==> src/rtl/inbuf_reader.sv <==
// Raster-scan frame-memory reader: issues one RAM read per pixel and streams pixels out
// with sof/eol/eof markers. Optional INBUF_RD_SWAP_RB_EN swaps the R and B bytes (BGR out).
module inbuf_reader #(
  parameter int unsigned DATA_W     = 24,
  parameter int unsigned ADDR_W     = 17,
  parameter int unsigned H_RES      = 480,
  parameter int unsigned V_RES      = 272,
  parameter int unsigned RD_LAT     = 1,
  parameter int unsigned FIFO_DEPTH = 4
) (
  input  logic              clka,
  input  logic              rst_n,
  input  logic              start,
  output logic              busy,
  output logic              done,
  output logic              mem_ena,
  output logic              mem_wea,
  output logic [ADDR_W-1:0] mem_addra,
  input  logic [DATA_W-1:0] mem_douta,
  output logic              m_valid,
  input  logic              m_ready,
  output logic [DATA_W-1:0] m_data,
  output logic              m_sof,
  output logic              m_eol,
  output logic              m_eof
);

  localparam int unsigned NPIX      = H_RES * V_RES;
  localparam int unsigned LAST_ADDR = NPIX - 1;
  localparam int unsigned PTR_W     = (FIFO_DEPTH > 1) ? $clog2(FIFO_DEPTH) : 1;
  localparam int unsigned CNT_W     = $clog2(FIFO_DEPTH + 1);
  localparam int unsigned X_W       = (H_RES > 1) ? $clog2(H_RES) : 1;
  localparam int unsigned Y_W       = (V_RES > 1) ? $clog2(V_RES) : 1;

  typedef struct packed {
    logic              sof;
    logic              eol;
    logic              eof;
    logic [DATA_W-1:0] data;
  } pix_t;

  typedef enum logic [1:0] {S_IDLE, S_RUN, S_DRAIN, S_DONE} state_t;

  state_t            r_state;
  state_t            w_state_nxt;
  logic              r_mem_ena;
  logic              w_ena_nxt;
  logic [ADDR_W-1:0] r_addr;
  logic [RD_LAT-1:0] r_cap;
  logic [RD_LAT-1:0] w_cap_nxt;
  logic [CNT_W-1:0]  r_count;
  logic [CNT_W-1:0]  w_count_nxt;
  logic [CNT_W-1:0]  w_infl_nxt;
  logic [CNT_W:0]    w_credit_sum;
  logic [PTR_W-1:0]  r_wr_ptr;
  logic [PTR_W-1:0]  r_rd_ptr;
  logic [X_W-1:0]    r_x;
  logic [Y_W-1:0]    r_y;
  logic              r_valid;
  logic              r_busy;
  logic              r_done;
  pix_t              r_fifo [FIFO_DEPTH];
  pix_t              w_head;
  pix_t              w_push_pix;
  logic              w_push;
  logic              w_pop;
  logic              w_last_issue;
  logic              w_start_ok;

  function automatic logic [PTR_W-1:0] ptr_inc(input logic [PTR_W-1:0] p);
    return (p == PTR_W'(FIFO_DEPTH - 1)) ? '0 : p + PTR_W'(1);
  endfunction

  assign w_push       = r_cap[RD_LAT-1];
  assign w_pop        = r_valid && m_ready;
  assign w_last_issue = r_mem_ena && (r_addr == ADDR_W'(LAST_ADDR));
  assign w_start_ok   = (r_state == S_IDLE) && start;
  assign w_head       = r_fifo[r_rd_ptr];

  assign w_push_pix.sof  = (r_x == '0) && (r_y == '0);
  assign w_push_pix.eol  = (r_x == X_W'(H_RES - 1));
  assign w_push_pix.eof  = (r_x == X_W'(H_RES - 1)) && (r_y == Y_W'(V_RES - 1));
  assign w_push_pix.data = mem_douta;

  // Next state plus a one-cycle look-ahead of the credit check so mem_ena is a flop
  always_comb begin
    w_state_nxt  = r_state;
    w_cap_nxt    = r_cap << 1;
    w_cap_nxt[0] = r_mem_ena;
    w_count_nxt  = r_count;
    w_infl_nxt   = '0;
    w_credit_sum = '0;
    w_ena_nxt    = 1'b0;

    case (r_state)
      S_IDLE:  if (start) w_state_nxt = S_RUN;
      S_RUN:   if (w_last_issue) w_state_nxt = S_DRAIN;
      S_DRAIN: if (w_pop && w_head.eof) w_state_nxt = S_DONE;
      S_DONE:  w_state_nxt = S_IDLE;
      default: w_state_nxt = S_IDLE;
    endcase

    if (w_push && !w_pop) begin
      w_count_nxt = r_count + CNT_W'(1);
    end else if (!w_push && w_pop) begin
      w_count_nxt = r_count - CNT_W'(1);
    end

    for (int i = 0; i < int'(RD_LAT); i++) begin
      w_infl_nxt = w_infl_nxt + CNT_W'(w_cap_nxt[i]);
    end

    w_credit_sum = {1'b0, w_count_nxt} + {1'b0, w_infl_nxt};
    w_ena_nxt    = (w_state_nxt == S_RUN) && (w_credit_sum < (CNT_W + 1)'(FIFO_DEPTH));
  end

  always_ff @(posedge clka or negedge rst_n) begin
    if (!rst_n) begin
      r_state   <= S_IDLE;
      r_mem_ena <= 1'b0;
      r_addr    <= '0;
      r_cap     <= '0;
      r_count   <= '0;
      r_wr_ptr  <= '0;
      r_rd_ptr  <= '0;
      r_x       <= '0;
      r_y       <= '0;
      r_valid   <= 1'b0;
      r_busy    <= 1'b0;
      r_done    <= 1'b0;
    end else begin
      r_state   <= w_state_nxt;
      r_mem_ena <= w_ena_nxt;
      r_cap     <= w_cap_nxt;
      r_count   <= w_count_nxt;
      r_valid   <= (w_count_nxt != '0);
      r_busy    <= (w_state_nxt == S_RUN) || (w_state_nxt == S_DRAIN);
      r_done    <= (w_state_nxt == S_DONE);

      // Address parks on the last pixel; a new frame restarts it from zero
      if (w_start_ok) begin
        r_addr <= '0;
      end else if (r_mem_ena && !w_last_issue) begin
        r_addr <= r_addr + ADDR_W'(1);
      end

      if (w_start_ok) begin
        r_x <= '0;
        r_y <= '0;
      end else if (w_push) begin
        if (w_push_pix.eol) begin
          r_x <= '0;
          r_y <= w_push_pix.eof ? '0 : r_y + Y_W'(1);
        end else begin
          r_x <= r_x + X_W'(1);
        end
      end

      if (w_push) r_wr_ptr <= ptr_inc(r_wr_ptr);
      if (w_pop)  r_rd_ptr <= ptr_inc(r_rd_ptr);
    end
  end

  always_ff @(posedge clka or negedge rst_n) begin
    if (!rst_n) begin
      for (int i = 0; i < int'(FIFO_DEPTH); i++) r_fifo[i] <= '0;
    end else if (w_push) begin
      r_fifo[r_wr_ptr] <= w_push_pix;
    end
  end

  a_no_overflow: assert property (@(posedge clka) disable iff (!rst_n)
    w_push |-> (r_count < CNT_W'(FIFO_DEPTH)));

  assign busy      = r_busy;
  assign done      = r_done;
  assign mem_ena   = r_mem_ena;
  assign mem_wea   = 1'b0;
  assign mem_addra = r_addr;
  assign m_valid   = r_valid;
  assign m_sof     = w_head.sof;
  assign m_eol     = w_head.eol;
  assign m_eof     = w_head.eof;
`ifdef INBUF_RD_SWAP_RB_EN
  assign m_data    = {w_head.data[7:0], w_head.data[15:8], w_head.data[23:16]};
`else
  assign m_data    = w_head.data;
`endif

endmodule

==> config.mk <==
export PLATFORM = sky130hd
export DESIGN_NAME = inbuf_reader
export DESIGN_NICKNAME = d
export VERILOG_FILES = /design/src/rtl/inbuf_reader.sv
export SDC_FILE = /design/constraint.sdc
export NUM_CORES = 1
export LEC_CHECK = 0
export CORE_UTILIZATION = 61
export DETAILED_ROUTE_END_ITERATION = 10
export HOLD_SLACK_MARGIN = 0.12
export PLACE_DENSITY_LB_ADDON = 0.1
export SYNTH_ARGS = -nofsm -noshare
export SYNTH_HDL_FRONTEND = slang
export SYNTH_SLANG_ARGS = --single-unit
==> constraint.sdc <==
create_clock -name clka -period 5.4 [get_ports clka]
set_input_delay 1.08 -clock clka [delete_from_list [all_inputs] [get_ports clka]]
set_output_delay 1.08 -clock clka [all_outputs]
set_load 0.01 [all_outputs]
==> results.md <==
* Sw Share at 30.7%
* Post-DP HPWL at 9170 µm
* Worst Path Required at 4.32 ns
* Final ANT Viol Nets at 0
* Number of global-route vias before repair at 4,887
* Leakage power at 3.61 nW
* Crit-path cells: mux4_2 -> clkdlybuf4s50_1
* Root Driver: clkbuf_16
* EDFF count, synth at 0
* First-pass GRT wire length at 24,700 µm
* CP startpoint: r_rd_ptr[0]
* Power Dens Cells at 602 nW/µm²
* Reg2reg end: mem_ena
* DRC errors left at 0
* Period utilization at 67.7%
* Post-synthesis async set-or-reset flop share at 100%
* Io pins at 77
* Worst Hold Slack at 0.488 ns
* Final Cell Area at 8690 µm²
* Slowest stage cell, crit path: dfrtp_2
* P&R area growth vs syn at 20.5%
* Overall power at 5.24 mW
* DR pass1 iterations at 5
* Worst R2R Start: r_rd_ptr[0]
* Die area at 12,300 µm²
* Global placement routability congestion at 0.841
* Row cnt at 39
* Yosys reg bits at 157
* CTS clock-pin slew for the worst setup and hold paths at 0.06 ns
* R2R setup slack at 2.94 ns
* Max Cap Viol at 0
* Status: finished clean
* IO buf count at 75
* Max incr delay on CP at 1.02 ns
* Max Clk Rate at 274 MHz
* DP Area at 8080 µm²
* Nets at 667
* Final setup violation count at 0
* Type of the worst setup path: reg2out
* Crit path capture type: output pin
* Post-CTS setup buffer count at 0
* Mean routed wirelength per cell at 18.4 µm
* Initial antenna violation count at 0
* Top cell type's share of synthesized area at 54.4%
* Drt initial violations at 286
* Slew Viols, Final at 0
* Sequential area share after synthesis at 54.4%
* Crit Path Max Fanout at 30
* YS warnings at 0
* Top cells by area, synth: dfrtp_1 54%, mux2_2 15%, mux4_2 8.4%, ha_1 2.3%, nand2_1 2.0%
* Global route total overflow at 0
* Routed wire length at 14,400 µm
* Cts bufs inserted at 17
* Synthesized cell area at 7220 µm²
* Worst skew pair latency at 0.42 ns
* Setup_tns at 0 ns
* Syn nets at 596
* Avg Vias per Cell at 6.04
* RSZ-0062 raised after global routing: false
* Clock Sinks at 157
* DP Worst Slack at 2.14 ns
* Final hold vios at 0
* Top post-synthesis cells by count: 157 x dfrtp_1, 97 x mux2_2, 38 x nand2_1
* Chip height at 111 µm
* Cell count of the worst reg-to-reg path at 6
* Area leader, netlist: dfrtp_1
* Cts hold-fix bufs at 0
* Crit path arrival time at 2.58 ns
* Layout cells sized above 1 at 27.2%
* Worst Tran Pin Value at 1.01 ns
* Switch Pwr at 1.61 mW
* Comb power frac at 37.1%
* Deepest clock path buffer count at 2
* Largest net degree at the start of global routing at 116
* Fillcell total at 714
* Synth unique cells at 45
* Rel. slew slack at 32.6%
* Syn Inst Count at 555
* Post-cts sizing count at 0
* Antenna diode count at 0
* Clock Power Share at 23.2%
* Internal at 3.63 mW
* Layout Skew at 0.00804 ns
* Maximum VDD drop at 0.000482 V
* Type of the tightest min-delay check: reg2reg
* Seq pwr share at 39.7%
* Total GRT Usage at 25.7%
* Mean area per synthesized cell at 13.0 µm²
* Initial Util at 62.9%
* Crit path time final at 3.66 ns
* Worst Setup Start Kind: flip-flop
* Setup crit end: m_eol
* Top FF cell, synth: dfrtp_1
* CTS H-tree lvls at 4
* CTS tree: done
* Via count at 4,724
* Die Width at 111 µm
* Core area at 11,500 µm²
* Most common cell in the netlist: dfrtp_1
* Worst setup margin at 1.74 ns
-- sequential cells by signal (all words and copies together) (netlist names) --
name	flops
busy	1
r_fifo	108
r_state	2
r_wr_ptr	2
r_rd_ptr	2
r_cap	1
mem_addra	17
r_y	9
done	1
r_x	9
m_valid	1
mem_ena	1
r_count	3
-- cell usage in the layout (no fill, tap or decap), types with 8 or more instances in the layout --
master / count
nand4_1: 14
nand3_1: 16
xnor2_1: 11
nor2_1: 30
o21ai_0: 26
inv_1: 13
a21oi_1: 18
clkbuf_16: 17
xor2_1: 11
ha_1: 13
mux2_2: 97
nand2_1: 38
mux4_2: 27
clkdlybuf4s50_1: 74
nor3_1: 8
dfrtp_1: 156
-- area by class of cell --
type	instances	area, µm²	share of cell area [%]
clock buffer	22	474	5.45
clock inverter	10	138	1.58
inverter	13	48.8	0.561
multi-input combinational	355	3120	35.9
sequential	157	3930	45.2
tap	143	179	2.06
timing repair buffer	82	805	9.25
-- layer usage --
metal,GRT usage [%],wire (µm),vias to the layer above
met3,7.44,657,16
li1,-,-,2152
met4,6.84,171,0
met5,0,0,-
met2,40.7,7260,123
met1,35.3,6320,2433
-- worst min path at each step --
stage,end,slack [ns],from,cells after the start
floorplan,r_cap,0.43,mem_ena,0
global placement,r_fifo[78],0.47,r_fifo[78],2
detailed placement,r_fifo[53],0.47,r_fifo[53],2
CTS,r_fifo[53],0.48,r_fifo[53],2
global route,r_fifo[42],0.51,r_fifo[42],1
finish,r_fifo[51],0.49,r_fifo[51],2
-- logic make-up (layout without fill, tap and decap cells) --
family | Yosys count | after routing | synth area share [%]
multiplexers | 124 | 124 | 23.6
other | 1 | 1 | 0.0520
XOR/XNOR | 22 | 22 | 2.67
adder cells (fa/ha/maj) | 13 | 13 | 2.25
buffers and inverters | 43 | 127 | 2.41
AO/OA/AOI/OAI | 56 | 56 | 4.51
flip-flops | 157 | 157 | 54.4
AND/OR/NAND/NOR | 139 | 139 | 10.1
-- through the flow --
| step | std cells | util, % |
|---|---|---|
| 6_report | 782 | 75.8 |
| 5_1_grt | 782 | 75.8 |
| 4_1_cts | 782 | 75.8 |
| 3_5_place_dp | 750 | 70.5 |
| 3_3_place_gp | 750 | 70.5 |
| 2_1_floorplan | 555 | - |
-- power by group through the flow --
stage	clock, mW	sequential, mW	combinational (mW)
floorplan	0	1.88	1.37
global placement	0	2.06	1.87
detailed placement	0	2.09	1.95
CTS	1.23	2.08	1.97
global route	1.29	2.15	2.10
finish	1.21	2.08	1.95
-- worst max-delay path, delay by kind of cell, from the launching register on --
kind                   cells  cell delay, ns
flip-flops                 1            1.02
buffers and inverters      1            0.51
multiplexers               1            0.62
Note: power is estimated with default switching activity, not from simulation.
